$ cat config.mk
export PLATFORM = sky130hd
export DESIGN_NAME = time_display_driver
export DESIGN_NICKNAME = d
export VERILOG_FILES = /design/src/rtl/time_display_driver.sv
export SDC_FILE = /design/constraint.sdc
export NUM_CORES = 1
export LEC_CHECK = 0
export ABC_AREA = 1
export CORE_MARGIN = 5
export CORE_UTILIZATION = 40
export CTS_CLUSTER_SIZE = 16
export DETAILED_ROUTE_END_ITERATION = 8
export HOLD_SLACK_MARGIN = 0.02
export PLACE_DENSITY = 0.62
export SLEW_MARGIN = 20
export SYNTH_ARGS = -nofsm -noshare
export SYNTH_HDL_FRONTEND = slang
export SYNTH_SLANG_ARGS = --single-unit
export TNS_END_PERCENT = 30
$ cat constraint.sdc
create_clock -name clk -period 3.9 [get_ports clk]
set_clock_uncertainty 0.15 [all_clocks]
set_input_delay 0.78 -clock clk [delete_from_list [all_inputs] [get_ports clk]]
set_output_delay 0.78 -clock clk [all_outputs]
set_load 0.03 [all_outputs]
$ cat src/rtl/time_display_driver.sv
// time_display_driver: BCD conversion and 4-digit multiplexed common-anode
// seven-segment driver for an HH:MM clock. The colon is the hour-units dp.
// Optional build macro: LEADING_ZERO_BLANK_EN (blank a leading hour zero).
module time_display_driver #(
  parameter int unsigned SCAN_DIV  = 100000,
  parameter int unsigned BLINK_DIV = 50000000
) (
  input  logic       clk,
  input  logic       rst,
  input  logic [4:0] hour,
  input  logic [5:0] minute,
  input  logic       running,
  output logic [3:0] an,
  output logic [6:0] seg,
  output logic       dp
);

  localparam int unsigned SW = (SCAN_DIV  > 1) ? $clog2(SCAN_DIV)  : 1;
  localparam int unsigned BW = (BLINK_DIV > 1) ? $clog2(BLINK_DIV) : 1;

`ifdef LEADING_ZERO_BLANK_EN
  localparam bit BLANK_LZ = 1'b1;
`else
  localparam bit BLANK_LZ = 1'b0;
`endif

  typedef enum logic [1:0] {IDLE = 2'd0, CONV = 2'd1, LOAD = 2'd2} state_t;

  function automatic logic [6:0] enc(input logic [3:0] d);
    case (d)
      4'd0: enc = 7'h40;
      4'd1: enc = 7'h79;
      4'd2: enc = 7'h24;
      4'd3: enc = 7'h30;
      4'd4: enc = 7'h19;
      4'd5: enc = 7'h12;
      4'd6: enc = 7'h02;
      4'd7: enc = 7'h78;
      4'd8: enc = 7'h00;
      4'd9: enc = 7'h10;
      default: enc = 7'h7F;
    endcase
  endfunction

  // Scan timing
  logic [SW-1:0] scan_cnt_q;
  logic [1:0]    idx_q;
  logic          scan_tc;
  logic          start_w;

  // Converter
  state_t     state_q, state_d;
  logic       pend_q, pend_d;
  logic [4:0] hw_q, hw_d;
  logic [5:0] mw_q, mw_d;
  logic [1:0] ht_q, ht_d;
  logic [2:0] mt_q, mt_d;
  logic       run_w_q, run_w_d;
  logic       hoor_q, hoor_d;
  logic       moor_q, moor_d;
  logic       load;

  // Display buffer
  logic [3:0] hrt_q, hru_q, mnt_q, mnu_q;
  logic       hr_oor_q, mn_oor_q, run_b_q, valid_q;

  // Blink
  logic [BW-1:0] blink_cnt_q;
  logic          phase_q;

  // Registered outputs
  logic [3:0] an_q, an_d;
  logic [6:0] seg_q, seg_d;
  logic       dp_q, dp_d;

  assign scan_tc = (scan_cnt_q == SW'(SCAN_DIV - 1));
  assign start_w = scan_tc && (idx_q == 2'd3);

  // Digit scan counter and index; idx 0 is hour tens, so frames run digit 3..0
  always_ff @(posedge clk) begin
    if (rst) begin
      scan_cnt_q <= '0;
      idx_q      <= '0;
    end else if (scan_tc) begin
      scan_cnt_q <= '0;
      idx_q      <= idx_q + 2'd1;
    end else begin
      scan_cnt_q <= scan_cnt_q + SW'(1);
    end
  end

  // Converter state and working registers
  always_ff @(posedge clk) begin
    if (rst) begin
      state_q <= IDLE;
      pend_q  <= 1'b1;
      hw_q    <= '0;
      mw_q    <= '0;
      ht_q    <= '0;
      mt_q    <= '0;
      run_w_q <= 1'b0;
      hoor_q  <= 1'b0;
      moor_q  <= 1'b0;
    end else begin
      state_q <= state_d;
      pend_q  <= pend_d;
      hw_q    <= hw_d;
      mw_q    <= mw_d;
      ht_q    <= ht_d;
      mt_q    <= mt_d;
      run_w_q <= run_w_d;
      hoor_q  <= hoor_d;
      moor_q  <= moor_d;
    end
  end

  // Repeated-subtraction BCD conversion; leaves CONV once post-subtraction values are < 10
  always_comb begin
    state_d = state_q;
    pend_d  = pend_q;
    hw_d    = hw_q;
    mw_d    = mw_q;
    ht_d    = ht_q;
    mt_d    = mt_q;
    run_w_d = run_w_q;
    hoor_d  = hoor_q;
    moor_d  = moor_q;
    load    = 1'b0;
    case (state_q)
      IDLE: begin
        if (start_w || pend_q) begin
          pend_d  = 1'b0;
          hw_d    = hour;
          mw_d    = minute;
          run_w_d = running;
          hoor_d  = (hour > 5'd23);
          moor_d  = (minute > 6'd59);
          ht_d    = '0;
          mt_d    = '0;
          state_d = CONV;
        end
      end
      CONV: begin
        if (hw_q >= 5'd10) begin
          hw_d = hw_q - 5'd10;
          ht_d = ht_q + 2'd1;
        end
        if (mw_q >= 6'd10) begin
          mw_d = mw_q - 6'd10;
          mt_d = mt_q + 3'd1;
        end
        if ((hw_d < 5'd10) && (mw_d < 6'd10)) state_d = LOAD;
      end
      LOAD: begin
        load    = 1'b1;
        state_d = IDLE;
      end
      default: state_d = IDLE;
    endcase
  end

  // Display buffer written once per conversion
  always_ff @(posedge clk) begin
    if (rst) begin
      hrt_q    <= '0;
      hru_q    <= '0;
      mnt_q    <= '0;
      mnu_q    <= '0;
      hr_oor_q <= 1'b0;
      mn_oor_q <= 1'b0;
      run_b_q  <= 1'b0;
      valid_q  <= 1'b0;
    end else if (load) begin
      hrt_q    <= {2'b00, ht_q};
      hru_q    <= hw_q[3:0];
      mnt_q    <= {1'b0, mt_q};
      mnu_q    <= mw_q[3:0];
      hr_oor_q <= hoor_q;
      mn_oor_q <= moor_q;
      run_b_q  <= run_w_q;
      valid_q  <= 1'b1;
    end
  end

  // Colon blink; held in the on phase while the buffered clock is stopped
  always_ff @(posedge clk) begin
    if (rst || !run_b_q) begin
      blink_cnt_q <= '0;
      phase_q     <= 1'b1;
    end else if (blink_cnt_q == BW'(BLINK_DIV - 1)) begin
      blink_cnt_q <= '0;
      phase_q     <= ~phase_q;
    end else begin
      blink_cnt_q <= blink_cnt_q + BW'(1);
    end
  end

  // Segment/anode/dp selection for the current digit
  always_comb begin
    an_d  = '1;
    seg_d = '1;
    dp_d  = 1'b1;
    if (valid_q) begin
      an_d = ~(4'b1000 >> idx_q);
      dp_d = !((idx_q == 2'd1) && phase_q);
      case (idx_q)
        2'd0: seg_d = hr_oor_q ? 7'h3F :
                      ((BLANK_LZ && (hrt_q == 4'd0)) ? 7'h7F : enc(hrt_q));
        2'd1: seg_d = hr_oor_q ? 7'h3F : enc(hru_q);
        2'd2: seg_d = mn_oor_q ? 7'h3F : enc(mnt_q);
        default: seg_d = mn_oor_q ? 7'h3F : enc(mnu_q);
      endcase
    end
  end

  // Output registers
  always_ff @(posedge clk) begin
    if (rst) begin
      an_q  <= '1;
      seg_q <= 7'h7F;
      dp_q  <= 1'b1;
    end else begin
      an_q  <= an_d;
      seg_q <= seg_d;
      dp_q  <= dp_d;
    end
  end

  assign an  = an_q;
  assign seg = seg_q;
  assign dp  = dp_q;

endmodule

After elaboration in Yosys (flattened, before gate mapping)
Memories as Yosys holds them, arrays and structs flattened. A register that Yosys moved wholly into a read port is not among the register bits.
Cells that the tools add are included.
{ "word_totals": {"ramBits": 0, "rom_bits": 448, "reg_bits": 97, "latchBits": 0, "mem_count": 4, "input_bits": 14} }
{ "memory_table": {"columns": ["memory", "depth", "width", "rd", "rd_clocked_by_memory_dff", "wr", "line", "rtl"], "rows": [
  ["(no name shown)", 16, 7, 1, 1, 0, "30", "case (d)"],
  ["(no name shown)", 16, 7, 1, 1, 0, "30", null],
  ["(no name shown)", 16, 7, 1, 1, 0, "30", null],
  ["(no name shown)", 16, 7, 1, 1, 0, "30", null]
]} }
{ "op_classes": {"mul": 0, "shift": 1, "div_mod_pow": 0, "addsub": 7, "eq_ne": 11, "mux": 31, "reduce_logical": 18, "n_lt_le_gt_ge": 6, "bitwise": 3} }
{ "ops": {"columns": ["op", "n"], "rows": [
  ["$mux W4", 8],
  ["$mux W7", 4],
  ["$add A26 B1 Y26 const B", 1],
  ["$eq A26 B26 Y1 const B", 1],
  ["$pmux W7 S3", 1],
  ["$mux W6", 3],
  ["$add A17 B1 Y17 const B", 1],
  ["$eq A17 B17 Y1 const B", 1],
  ["$mux W5", 3],
  ["$pmux W6 S2", 1],
  ["$pmux W5 S2", 1],
  ["$mux W2", 4],
  ["$ne A2 B2 Y1 const B", 4],
  ["$pmux W2 S2", 2],
  ["$eq A2 B2 Y1 const B", 3],
  ["$ge A6 B4 Y1 const B", 1],
  ["$gt A6 B6 Y1 const B", 1],
  ["$lt A6 B4 Y1 const B", 1],
  ["$mux W3", 2],
  ["$pmux W3 S2", 1],
  ["$reduce_and A2 Y1", 3],
  ["$reduce_and A3 Y1", 2],
  ["$reduce_or A2 Y1", 3],
  ["$sub A6 B4 Y6 const B", 1],
  ["other kinds (16)", 24]
]} }

Longest topological paths before layout
Gate-level depths: netlist (run 1).
{ "depth": {"word_depth": 7, "depth_mapped": 13} }

Worst setup path before layout (run 1)
OpenSTA, ideal clock, no wires.
{ "synth_timing": {"kind": "input to register", "from": "in rst", "to": "reg with a tool-made name", "setup_slack_ns": 1.805, "t_required_ns": 3.621, "stages": 6, "setup_time_ns": 0.129, "n_path_buf": 1, "t_arrival_ns": 1.816, "cell_sequence": "buf_4 -> nor3_1 -> inv_1 -> ha_1 -> nor2_1 -> o21ai_0"} }
{ "synth_lines": {"columns": ["element", "line", "rtl"], "rows": [
  ["start: declaration", "9", "input logic rst,"]
]} }

Worst setup path after layout (run 1)
{ "layout_timing": {"from": "in rst", "to": "reg seg_q[4] (netlist: seg[4])"} }
{ "layout_between": {"elab_chain_cells": 1} }
{ "layout_rtl": {"columns": ["element", "line", "rtl"], "rows": [
  ["$reduce_or A2 Y1 (no source line)", null, null],
  ["end signal: assignment", "224", "seg_q <= seg_d;"],
  ["end: declaration", "73", "logic [6:0] seg_q, seg_d;"]
]} }
Every way passes these cells.
A chain may end at the register's enable or synchronous reset.

==> results.sh, run 1 <==
export IMPL_status="complete, no violations"
export IMPL_track_usage_pct=14.5
export IMPL_cts_hold_buf=0
export IMPL_post_place_ws_ns=1.14
export IMPL_clk_pin_slew_ns=0.06
export IMPL_p_comb_share_pct=24.7
export IMPL_synth_area_sq_um=5870
export IMPL_overflow=0
export IMPL_relSlewSlack_pct=35.0
export IMPL_worstPathArrival_ns=2.45
export IMPL_firstDrtPassIters=5
export IMPL_wirelength_um=12000
export IMPL_synth_edff_count=0
export IMPL_htree_levels=4
export IMPL_drt_iter0_markers=299
export IMPL_area_growth_syn_to_layout_pct=16.2
export IMPL_seq_area_frac_synth_pct=42.0
export IMPL_worstReg2RegStart="state_q[1]$_SDFFE_PP0P_"
export IMPL_final_util_pct=47.1
export IMPL_yosysTopAreaCell="dfxtp_1"
export IMPL_vias=4844
export IMPL_totalNegativeSetupSlack_ns=0
export IMPL_leakagePower_nw=2.68
export IMPL_p_int_mw=2.71
export IMPL_viasPerCell=4.83
export IMPL_period_share_pct=60.0
export IMPL_dieArea_sq_um=17200
export IMPL_hp_class="flip-flop to flip-flop"
export IMPL_design_area_sq_um=6820
export IMPL_synthFlopType="dfxtp_1"
export IMPL_syn_inst=775
export IMPL_initial_core_util_pct=40.5
export IMPL_max_stage_delay_ns=0.48
export IMPL_r2r_cells=9
export IMPL_hpwl_um=8700
export IMPL_power_mw=4.10
export IMPL_syn_num_nets=813
export IMPL_finalSetupViolCount=0
export IMPL_period_minus_slack_ns=2.34
export IMPL_grt_max_degree=34
export IMPL_power_share_clock_pct=36.6
export IMPL_crit_chain="clkdlybuf4s50_1 -> buf_4 -> nor2_1 -> nand2_1 -> nor3_1 -> a41oi_1"
export IMPL_swShare_pct=33.9
export IMPL_critical_path_top_delay_family="simple AND/OR/NAND/NOR gates"
export IMPL_required_ns=4.01
export IMPL_syn_avg_cell_area_sq_um=7.57
export IMPL_r2r_setup_slack_ns=1.73
export IMPL_p_sw_mw=1.39
export IMPL_clk_latency_ns=0.41
export IMPL_crit_path_end_kind="flip-flop"
export IMPL_diodes=0
export IMPL_cts_buffers=17
export IMPL_grt_pass1_vias=4571
export IMPL_cp_slowest_cell="clkdlybuf4s50_1"
export IMPL_die_y_um=131
export IMPL_power_frac_seq_pct=38.7
export IMPL_cts_max_path_buffers=2
export IMPL_p_per_area_nw_per_um2=601
export IMPL_crit_type="input pin to flip-flop"
export IMPL_antenna_found_initial=0
export IMPL_n_fill_cell=1472
export IMPL_slew_violations=0
export IMPL_cp_num_buf_inv=2
export IMPL_routedWlPerCell_um=12.0
export IMPL_maxCapViolations=0
export IMPL_clock_fmax_mhz=427
export IMPL_die_x_um=131
export IMPL_cts_root_buf="clkbuf_16"
export IMPL_gp_congestion=0.855
export IMPL_grt_pass1_wl_um=21100
export IMPL_synth_most_common_cell="nand2_1"
export IMPL_rsz0062_at_grt="no"
export IMPL_clock_sinks=123
export IMPL_synth_seq_cells=123
export IMPL_postCtsSetupBuffers=0
export IMPL_ioPinCount=26
export IMPL_fin_nets=843
export IMPL_cp_max_fo=17
export IMPL_ys_warn_count=0
export IMPL_drc=0
export IMPL_start_kind="input pin"
export IMPL_synth_cell_types=46
export IMPL_crit_start="rst"
export IMPL_peakVddDrop_mv=0.334
export IMPL_dpl_cell_area_sq_um=6250
export IMPL_hold_viol_final=0
export IMPL_post_cts_resized=0
export IMPL_async_flop_share_pct=0
export IMPL_synth_top_area_share_pct=42.0
export IMPL_finalWorstSetupSlack_ns=1.56
export IMPL_ant_nets=0
export IMPL_synth_common_cells="nand2_1 (143), dfxtp_1 (123), nor2_1 (102)"
export IMPL_final_layout_size_suffix_gt1_share_pct=12.1
export IMPL_cp_depth=6
export IMPL_ys_top_cells_by_area="dfxtp_1 (42%), nand2_1 (9.1%), nor2_1 (6.5%), inv_1 (5.4%), ha_1 (5.1%)"
export IMPL_cp_endpoint="seg[4]$_SDFF_PP1_"
export IMPL_core_area_sq_um=14500
export IMPL_port_buffers=25
export IMPL_tightest_slew_ns=0.972
export IMPL_cts_tree="done"
export IMPL_fp_row_count=44
-- per-stage QoR --
step / instances / hold slack (ns)
finish: 1002 / 0.277
global route: 1002 / 0.296
CTS: 1002 / 0.282
detailed placement: 970 / 0.268
global placement: 970 / 0.267
floorplan: 775 / 0.244
-- layer usage --
metal	global-route usage, %	share of wire, %	vias up
met5	0	0	-
met4	4.21	1.1	0
met3	4.01	3.0	12
met2	23.8	48	52
met1	18.7	48	2192
li1	-	-	2588
-- cell usage in the layout (no fill, tap or decap), types with 2 or more instances in the layout --
master	Yosys	routed
clkbuf_16	0	17
clkinvlp_4	0	4
o21ai_1	4	4
inv_1	85	85
nand2_1	143	143
a21oi_2	7	7
nor3_4	4	4
xnor2_1	4	4
a41oi_1	4	4
xor2_1	8	8
nor2_4	2	2
nor3b_1	2	2
nor3_2	5	5
a31oi_1	2	2
nor2_2	7	7
or2_0	6	6
dfxtp_1	123	123
nand3_1	39	39
clkinv_4	0	2
nor2_1	102	102
o31ai_1	2	2
a21oi_1	38	38
nor4_1	3	3
inv_2	10	10
clkdlybuf4s50_1	0	25
o21ai_2	7	7
nand4_1	13	13
ha_1	24	24
clkinv_2	0	2
nand2_2	6	6
inv_6	0	3
o21ai_0	56	56
clkbuf_8	0	2
nand3_2	5	5
or2_2	4	4
nor3_1	28	28
buf_4	2	3
nand2_4	4	4
-- layout make-up --
type / count / area [sq um] / share of cell area (%)
sequential: 123 / 2460 / 36.1
tap: 184 / 230 / 3.38
clock buffer: 20 / 457 / 6.70
timing repair buffer: 28 / 273 / 4.00
clock inverter: 12 / 114 / 1.67
inverter: 95 / 357 / 5.23
multi-input combinational: 540 / 2930 / 42.9
-- how the worst min path moves through the flow --
stage | from | to | slack [ns] | depth (start not counted)
after floorplan | phase_q$_SDFFE_PP1P_ | dp$_SDFF_PP1_ | 0.24 | 1
after global placement | phase_q$_SDFFE_PP1P_ | dp$_SDFF_PP1_ | 0.27 | 1
after detailed placement | phase_q$_SDFFE_PP1P_ | dp$_SDFF_PP1_ | 0.27 | 1
after CTS | phase_q$_SDFFE_PP1P_ | dp$_SDFF_PP1_ | 0.28 | 1
after global routing | phase_q$_SDFFE_PP1P_ | dp$_SDFF_PP1_ | 0.30 | 1
final | phase_q$_SDFFE_PP1P_ | dp$_SDFF_PP1_ | 0.28 | 1
-- power by group through the flow --
stage	clock network, mW	registers [mW]	logic, mW
4_1_cts	1.53	1.59	1.02
2_1_floorplan	0	1.58	0.829
3_3_place_gp	0	1.61	1.01
5_1_grt	1.60	1.61	1.18
3_5_place_dp	0	1.61	1.02
6_report	1.50	1.59	1.01
-- kinds of logic (layout without fill, tap and decap cells) --
| kind of cell | after synthesis | in the layout | synth area share (%) |
|---|---|---|---|
| buf+inv | 112 | 155 | 8.15 |
| compound gates | 126 | 126 | 12.3 |
| simple gates | 378 | 378 | 30.7 |
| flops | 123 | 123 | 42.0 |
| xor+xnor | 12 | 12 | 1.79 |
| fa+ha+maj | 24 | 24 | 5.12 |
No activity file was read; power rests on OpenSTA's default activity.
==> inputs of run 2 (changes only) <==
--- a/config.mk
+++ b/config.mk
@@ -11,7 +11,7 @@
 export CTS_CLUSTER_SIZE = 16
 export DETAILED_ROUTE_END_ITERATION = 8
 export HOLD_SLACK_MARGIN = 0.02
-export PLACE_DENSITY = 0.62
+export PLACE_DENSITY = 0.64
 export SLEW_MARGIN = 20
 export SYNTH_ARGS = -nofsm -noshare
 export SYNTH_HDL_FRONTEND = slang
==> constraint.sdc (replaced) <==
create_clock -name clk -period 1.94 [get_ports clk]
set_clock_uncertainty 0.15 [all_clocks]
set_input_delay 0.388 -clock clk [delete_from_list [all_inputs] [get_ports clk]]
set_output_delay 0.388 -clock clk [all_outputs]
set_load 0.03 [all_outputs]
==> run 2 against run 1 <==
  * Sequential share of layout area fell by 2.4 points
  * Cell area rose by 7.5%
  * Non-clock buffer count rose by 38
  * Core utilization rose by 3.5 points
  * Power rose by 120%
  * Wire length rose by 4.9%
  * Largest cell class unchanged
==> results.sh, run 2 (synthesis results as in run 1) <==
export IMPL_hold_viol_final=0
export IMPL_cts_root_buf="clkbuf_16"
export IMPL_relSlewSlack_pct=54.0
export IMPL_finalSetupViolCount=0
export IMPL_slew_violations=0
export IMPL_htree_levels=4
export IMPL_diodes=0
export IMPL_core_area_sq_um=14500
export IMPL_period_share_pct=92.9
export IMPL_grt_pass1_wl_um=21500
export IMPL_clk_pin_slew_ns=0.06
export IMPL_leakagePower_nw=2.94
export IMPL_fin_nets=882
export IMPL_final_layout_size_suffix_gt1_share_pct=18.2
export IMPL_initial_core_util_pct=40.5
export IMPL_crit_path_end_kind="flip-flop"
export IMPL_r2r_cells=10
export IMPL_p_per_area_nw_per_um2=1260
export IMPL_grt_pass1_vias=4798
export IMPL_viasPerCell=4.82
export IMPL_track_usage_pct=14.8
export IMPL_peakVddDrop_mv=0.703
export IMPL_firstDrtPassIters=5
export IMPL_dieArea_sq_um=17200
export IMPL_finalWorstSetupSlack_ns=0.137
export IMPL_die_x_um=131
export IMPL_grt_max_degree=30
export IMPL_crit_top_cell="nor2_1"
export IMPL_hold_slack_ns=0.275
export IMPL_regArea_sq_um=2470
export IMPL_status="complete, no violations"
export IMPL_final_common_cell="nand2_1"
export IMPL_overflow=0
export IMPL_drc=0
export IMPL_cp_slowest_cell="or3_4"
export IMPL_post_place_ws_ns=-0.304
export IMPL_ioPinCount=26
export IMPL_hp_class="flip-flop to flip-flop"
export IMPL_multi_input_area_sq_um=3020
export IMPL_layout_cells_most_common_list="nand2_1 (142), dfxtp_1 (116), nor2_1 (100)"
export IMPL_cts_hold_buf=0
export IMPL_required_ns=2.13
export IMPL_ant_nets=0
export IMPL_start_kind="flip-flop"
export IMPL_cts_max_path_buffers=2
export IMPL_routedWlPerCell_um=12.1
export IMPL_wirelength_um=12600
export IMPL_max_stage_delay_ns=0.35
export IMPL_cts_buffers=17
export IMPL_vias=5021
export IMPL_crit_chain="inv_2 -> nand2_4 -> inv_4 -> nor2_1 -> or3_4 -> buf_4 -> ha_1 -> inv_1 -> nor2_1 -> o21ai_0"
export IMPL_cts_tree="done"
export IMPL_clock_fmax_mhz=555
export IMPL_whs_path_depth=1
export IMPL_maxCapViolations=0
export IMPL_rsz0062_at_grt="yes"
export IMPL_die_y_um=131
export IMPL_n_fill_cell=1408
export IMPL_hpwl_um=8980
export IMPL_period_minus_slack_ns=1.80
export IMPL_clk_latency_ns=0.42
export IMPL_crit_type="flip-flop to flip-flop"
export IMPL_totalNegativeSetupSlack_ns=0
export IMPL_power_mw=9.22
export IMPL_fp_row_count=44
export IMPL_clock_sinks=123
export IMPL_port_buffers=25
export IMPL_cp_max_fo=9
export IMPL_gp_congestion=0.908
export IMPL_worstPathArrival_ns=1.99
export IMPL_drt_iter0_markers=354
export IMPL_tightest_slew_ns=0.688
export IMPL_area_growth_syn_to_layout_pct=24.9
export IMPL_antenna_found_initial=0
run 2: cell types whose count changed in the layout (fill, tap and decap cells not counted), sizes merged:
cell / previous run / this run
buf: 3 / 41
bufinv: 1 / 5
clkbuf: 20 / 22
clkdlybuf4s50: 25 / 13
clkinv: 4 / 1
dlygate4sd2: 0 / 10
dlymetal6s2s: 0 / 2
inv: 98 / 95
nand2: 153 / 154
run 2: per-stage QoR:
stage / std cells / util, % / area (sq um)
after floorplan: 775 / - / 5870
after global placement: 1004 / 44.9 / 6500
after detailed placement: 1004 / 44.9 / 6500
after CTS: 1036 / 49.5 / 7170
after global routing: 1041 / 50.6 / 7330
final: 1041 / 50.6 / 7330
run 2: timing repair:
item / in CTS / in global routing
setup buffers: 0 / 4
endpoints found under the setup margin: 10 / 61
gates resized for setup: 10 / 31
gates cloned: 0 / 1
pin swaps: 0 / 2
run 2: final timing paths:
| kind | from | endpoint | slack [ns] |
|---|---|---|---|
| max reg2reg | state_q[0]$_SDFFE_PP0P_ | flip-flop | 0.14 |
| min reg2reg | phase_q$_SDFFE_PP1P_ | dp$_SDFF_PP1_ | 0.27 |
| min | phase_q$_SDFFE_PP1P_ | dp$_SDFF_PP1_ | 0.27 |
| max | state_q[0]$_SDFFE_PP0P_ | flip-flop | 0.14 |
run 2: layout make-up:
cell class / instances / area share, %
clock buffer: 22 / 6.74
clock inverter: 10 / 2.53
inverter: 95 / 4.90
multi-input combinational: 541 / 41.2
sequential: 123 / 33.7
tap: 184 / 3.14
timing repair buffer: 66 / 7.73
run 2: where the power goes:
group	internal [mW]	switching, mW
logic	0.893	1.54
registers	2.95	0.238
clock network	2.45	1.15
run 2: critical path: cells and delay by family (launching register included):
kind | cells | cell delay, ns
buffers and inverters | 4 | 0.38
AOI/OAI and AO/OA | 1 | 0.17
DFF | 1 | 0.33
and+or+nand+nor | 4 | 0.52
adders and majority gates | 1 | 0.18
run 2: layer usage:
layer / track usage, % / up-vias / share of wire (%)
li1: - / 2665 / -
met1: 18.1 / 2243 / 47
met2: 24.5 / 84 / 47
met3: 3.71 / 29 / 3.5
met4: 6.99 / 0 / 2.6
met5: 0 / - / 0
==> inputs of run 3 (changes only) <==
--- a/config.mk
+++ b/config.mk
@@ -11,7 +11,7 @@
 export CTS_CLUSTER_SIZE = 16
 export DETAILED_ROUTE_END_ITERATION = 8
 export HOLD_SLACK_MARGIN = 0.02
-export PLACE_DENSITY = 0.64
+export PLACE_DENSITY = 0.62
 export SLEW_MARGIN = 20
 export SYNTH_ARGS = -nofsm -noshare
 export SYNTH_HDL_FRONTEND = slang
==> constraint.sdc (replaced) <==
create_clock -name clk -period 2.25 [get_ports clk]
set_clock_uncertainty 0.15 [all_clocks]
set_input_delay 0.45 -clock clk [delete_from_list [all_inputs] [get_ports clk]]
set_output_delay 0.45 -clock clk [all_outputs]
set_load 0.03 [all_outputs]
==> run 3 against run 2 <==
  * Clock power down 26%
  * Combinational power down 24%
  * Cell area down 4.7%
  * Critical path type is now flip-flop to output port
  * Setup slack better by 0.11 ns
  * Largest power group is now sequential cells
  * Sequential cell count unchanged
  * Cell count down 1.8%
==> results.sh, run 3 (synthesis results as in run 1) <==
export IMPL_status="complete, no violations"
export IMPL_cts_root_buf="clkbuf_16"
export IMPL_p_comb_share_pct=25.4
export IMPL_critical_path_top_delay_family="buffers and inverters"
export IMPL_gp_congestion=0.859
export IMPL_fp_row_count=44
export IMPL_vias=4818
export IMPL_clk_latency_ns=0.41
export IMPL_postCtsSetupBuffers=0
export IMPL_dpl_cell_area_sq_um=6400
export IMPL_whs_path_depth=1
export IMPL_diodes=0
export IMPL_maxCapViolations=0
export IMPL_crit_path_end_kind="output port"
export IMPL_cts_buffers=17
export IMPL_worstPathArrival_ns=1.41
export IMPL_start_kind="flip-flop"
export IMPL_power_share_clock_pct=36.8
export IMPL_max_stage_delay_ns=0.67
export IMPL_crit_chain="clkdlybuf4s50_1"
export IMPL_die_x_um=131
export IMPL_r2r_end="scan_cnt_q[11]$_SDFF_PP0_"
export IMPL_r2r_cells=10
export IMPL_tightest_slew_ns=0.448
export IMPL_crit_type="flip-flop to output port"
export IMPL_clock_fmax_mhz=498
export IMPL_initial_core_util_pct=40.5
export IMPL_worstReg2RegStart="scan_cnt_q[0]$_SDFF_PP0_"
export IMPL_crit_start="seg[0]$_SDFF_PP1_"
export IMPL_post_cts_resized=0
export IMPL_peakVddDrop_mv=0.653
export IMPL_final_common_cell="nand2_1"
export IMPL_cp_max_fo=1
export IMPL_r2r_setup_slack_ns=0.29
export IMPL_power_frac_seq_pct=37.9
export IMPL_rsz0062_at_grt="no"
export IMPL_multi_input_area_sq_um=2930
export IMPL_grt_pass1_wl_um=21000
export IMPL_grt_pass1_vias=4523
export IMPL_p_per_area_nw_per_um2=1040
export IMPL_finalSetupViolCount=0
export IMPL_period_minus_slack_ns=2.01
export IMPL_htree_levels=4
export IMPL_final_util_pct=48.3
export IMPL_required_ns=1.65
export IMPL_dieArea_sq_um=17200
export IMPL_hpwl_um=8850
export IMPL_swShare_pct=33.2
export IMPL_wirelength_um=11900
export IMPL_track_usage_pct=14.6
export IMPL_clock_sinks=123
export IMPL_antenna_found_initial=0
export IMPL_dp_cells=990
export IMPL_p_int_mw=4.84
export IMPL_grt_max_degree=26
export IMPL_hp_class="flip-flop to flip-flop"
export IMPL_totalNegativeSetupSlack_ns=0
export IMPL_ioPinCount=26
export IMPL_cp_depth=1
export IMPL_cts_hold_buf=0
export IMPL_firstDrtPassIters=4
export IMPL_die_y_um=131
export IMPL_cp_num_buf_inv=1
export IMPL_slew_violations=0
export IMPL_leakagePower_nw=2.79
export IMPL_regArea_sq_um=2460
export IMPL_hold_viol_final=0
export IMPL_layout_cells_most_common_list="nand2_1 (143), dfxtp_1 (123), nor2_1 (102)"
export IMPL_routedWlPerCell_um=11.7
export IMPL_relSlewSlack_pct=70.1
export IMPL_final_layout_size_suffix_gt1_share_pct=14.3
export IMPL_n_fill_cell=1442
export IMPL_drc=0
export IMPL_p_sw_mw=2.40
export IMPL_cp_slowest_cell="clkdlybuf4s50_1"
export IMPL_period_share_pct=89.2
export IMPL_cp_endpoint="seg[0]"
export IMPL_cts_tree="done"
export IMPL_design_area_sq_um=6990
export IMPL_core_area_sq_um=14500
export IMPL_cts_max_path_buffers=2
export IMPL_finalWorstSetupSlack_ns=0.243
export IMPL_drt_iter0_markers=255
export IMPL_post_place_ws_ns=-0.0714
export IMPL_port_buffers=25
export IMPL_area_growth_syn_to_layout_pct=19.1
export IMPL_clk_pin_slew_ns=0.06
export IMPL_fin_nets=863
export IMPL_viasPerCell=4.71
export IMPL_ant_nets=0
export IMPL_overflow=0
export IMPL_stdcell_count=1022
==> run 3: metal layers <==
layer,part of all wire (%),track usage [%]
met5,0,0
met1,48,18.6
met4,1.4,5.02
met2,48,23.8
met3,3.3,3.94
==> run 3: cell type report <==
type,instances,area share (%)
Clock buffer,18,6.29
Sequential cell,123,35.2
Timing Repair Buffer,48,6.05
Clock inverter,14,2.13
Inverter,95,5.10
Multi-Input combinational cell,540,41.9
Tap cell,184,3.30
==> run 3: per-stage QoR <==
| step | hold WS [ns] | total power [mW] |
|---|---|---|
| global placement | 0.264 | 4.61 |
| CTS | 0.275 | 7.32 |
| detailed placement | 0.262 | 4.63 |
| finish | 0.274 | 7.24 |
| floorplan | 0.244 | 4.18 |
| global route | 0.292 | 7.77 |
==> run 3: power groups by stage <==
stage | Combinational, mW | Clock [mW] | Sequential, mW
floorplan | 1.44 | 0 | 2.74
finish | 1.84 | 2.66 | 2.74
CTS | 1.86 | 2.71 | 2.74
detailed placement | 1.84 | 0 | 2.79
global placement | 1.83 | 0 | 2.79
global route | 2.14 | 2.84 | 2.79
==> run 3: worst min-delay path by stage <==
stage	startpoint	to	slack, ns
6_report	phase_q$_SDFFE_PP1P_	dp$_SDFF_PP1_	0.27
5_1_grt	phase_q$_SDFFE_PP1P_	dp$_SDFF_PP1_	0.29
4_1_cts	phase_q$_SDFFE_PP1P_	dp$_SDFF_PP1_	0.28
3_5_place_dp	phase_q$_SDFFE_PP1P_	dp$_SDFF_PP1_	0.26
3_3_place_gp	phase_q$_SDFFE_PP1P_	dp$_SDFF_PP1_	0.26
2_1_floorplan	phase_q$_SDFFE_PP1P_	dp$_SDFF_PP1_	0.24
==> edit (config.mk and constraints of run 3) <==
Re-encode `state_t` (3 states) as one-hot, 3 bits wide.
--- a/src/rtl/time_display_driver.sv
+++ b/src/rtl/time_display_driver.sv
@@ -25,5 +25,5 @@
 `endif
 
-  typedef enum logic [1:0] {IDLE = 2'd0, CONV = 2'd1, LOAD = 2'd2} state_t;
+  typedef enum logic [2:0] {IDLE = 3'b001, CONV = 3'b010, LOAD = 3'b100} state_t;
 
   function automatic logic [6:0] enc(input logic [3:0] d);
Check against the original RTL: same outputs for any inputs over 10 cycles, from zero or initial values and one cycle with rst high; not proved beyond that.
==> edit against run 3 <==
Count of clock-buffer cells in the layout rose by 5; cell area fell by 0.86%; total power fell by 13%; sequential cell count rose by 1; via count fell by 1.7%; synthesized area fell by 2.2%; worst hold slack improved by 11 ps; routed wire length fell by 1.9%; setup slack got worse by 56 ps; register-to-register slack got worse by 100 ps; highest routed layer unchanged.
==> edit: results (changes against run 3) <==
* Placed Area at 6310 um2 (was 6400 um2)
* VDD IR-drop max at 0.659 mV (was 0.653 mV)
* Slew margin rel. at 72.8% (was 70.1%)
* Ys async rst share at 0% (unchanged)
* Post-DP HPWL at 8560 um (was 8850 um)
* GRT overflow at 0 (unchanged)
* Nets at 849 (was 863)
* Worst min path class: reg -> reg (unchanged)
* Syn Nets at 795 (was 813)
* Worst EP arrival at 2190 ps (was 1410 ps)
* Routability cong. at 0.828 (was 0.859)
* Initial antenna violation count at 0 (unchanged)
* Wire per inst at 11.7 um (about the same)
* Cell family with most CP delay: simple AND/OR/NAND/NOR gates (was buffers and inverters)
* Pre-Repair DR Iteration Count at 4 (unchanged)
* Htree depth at 4 (unchanged)
* CP max-delay cell: or3_4 (was clkdlybuf4s50_1)
* Synth top area cells: dfxtp_1 (43%), nand2_1 (8.2%), nor2_1 (8.0%), inv_1 (5.6%), ha_1 (5.2%) (was dfxtp_1 (42%), nand2_1 (9.1%), nor2_1 (6.5%), inv_1 (5.4%), ha_1 (5.1%))
* First-pass GRT wire length at 20300 um (was 21000 um)
* Yosys warns at 0 (unchanged)
* # diodes at 0 (unchanged)
* Hold_buf cts at 0 (unchanged)
* Layout cells sized above 1 at 11.9% (was 14.3%)
* Count of cell types in the netlist at 47 (was 46)
* Setup WS pre-CTS at -97.3 ps (was -71.4 ps)
* CP peak stage delay at 410 ps (was 670 ps)
* List of most frequent post-synthesis cells: nand2_1 (125), dfxtp_1 (124), nor2_1 (123) (was nand2_1 (143), dfxtp_1 (123), nor2_1 (102))
* LEAKAGE at 0.00284 uW (was 0.00279 uW)
* Leading register cell type out of synthesis: dfxtp_1 (unchanged)
* Total CTS buffers at 17 (unchanged)
* Clk buf depth at 2 (unchanged)
* Register area share after synthesis at 43.3% (was 42.0%)
* Vias in the first global route at 4543 (was 4523)
* DR vias at 4735 (was 4818)
* Worst Path Max Fanout at 7 (was 1)
* Largest net degree at the start of global routing at 27 (was 26)
* Clk pin slew, worst setup/hold paths at 60 ps (about the same)
* Starting DRT DRC Count at 284 (was 255)
* Clk_lat worst skew at 420 ps
* Buffers on Ports at 25 (unchanged)
* Gr usage total at 15.0% (was 14.6%)
* Status: finished, final reports clean (unchanged)
* Clk root buf: clkbuf_16 (unchanged)
edit: path summary, 6_finish.rpt:
kind / from / end / slack [ps] / depth (start not counted)
worst max-delay path: state_q[0] / flop / 190 / 8
worst min register to register: phase_q / dp / 290 / 1
worst min-delay path: phase_q / dp / 290 / 1
worst max register to register: state_q[0] / flop / 190 / 8
edit: logic make-up after synthesis:
logic type / after synthesis / synth area share [%]
flip-flops: 124 / 43.3
adder cells (fa/ha/maj): 24 / 5.23
AND/OR/NAND/NOR: 374 / 31.0
AO/OA/AOI/OAI: 111 / 10.3
buffers and inverters: 110 / 7.98
XOR/XNOR: 14 / 2.14
edit: power breakdown:
| part | internal, uW | leakage (uW) | total [uW] | switching (uW) |
|---|---|---|---|---|
| combinational | 394 | 0.00155 | 1110 | 718 |
| sequential | 2360 | 0.00100 | 2490 | 132 |
| clock | 1750 | 0.000286 | 2730 | 983 |
| total | 4500 | 0.00284 | 6340 | 1830 |
edit: cell type report:
| type | count | area (um2) |
|---|---|---|
| Clock buffer | 23 | 488 |
| Clock inverter | 9 | 110 |
| Fill cell | 1385 | 7060 |
| Inverter | 93 | 352 |
| Multi-Input combinational cell | 523 | 2800 |
| Sequential cell | 124 | 2480 |
| Tap cell | 180 | 225 |
| Timing Repair Buffer | 52 | 465 |
edit: metal layers:
metal  wire, um  global-route usage (%)  part of all wire (%)  up-vias
met5          0                       0                     0        -
met4        195                    5.68                   1.7        0
met3        467                    4.34                   4.0       17
met2       5570                    25.2                    48       67
met1       5460                    18.4                    47     2086
li1           -                       -                     -     2565
edit: metrics by stage:
stage               TNS, ps  power (uW)  std cells  utilization, %  hold WS, ps
floorplan                 0        3290        757               -          240
global route              0        6700       1004            49.5          313
finish                    0        6340       1004            49.5          285
CTS                       0        6400       1003            49.4          290
global placement       -245        3630        971            45.1          277
detailed placement     -409        3630        971            45.1          278
edit: what timing repair did:
action | in CTS | in global routing
resized for setup | 0 | 2
setup buffers | 0 | 1
endpoints found under the setup margin | 0 | 7
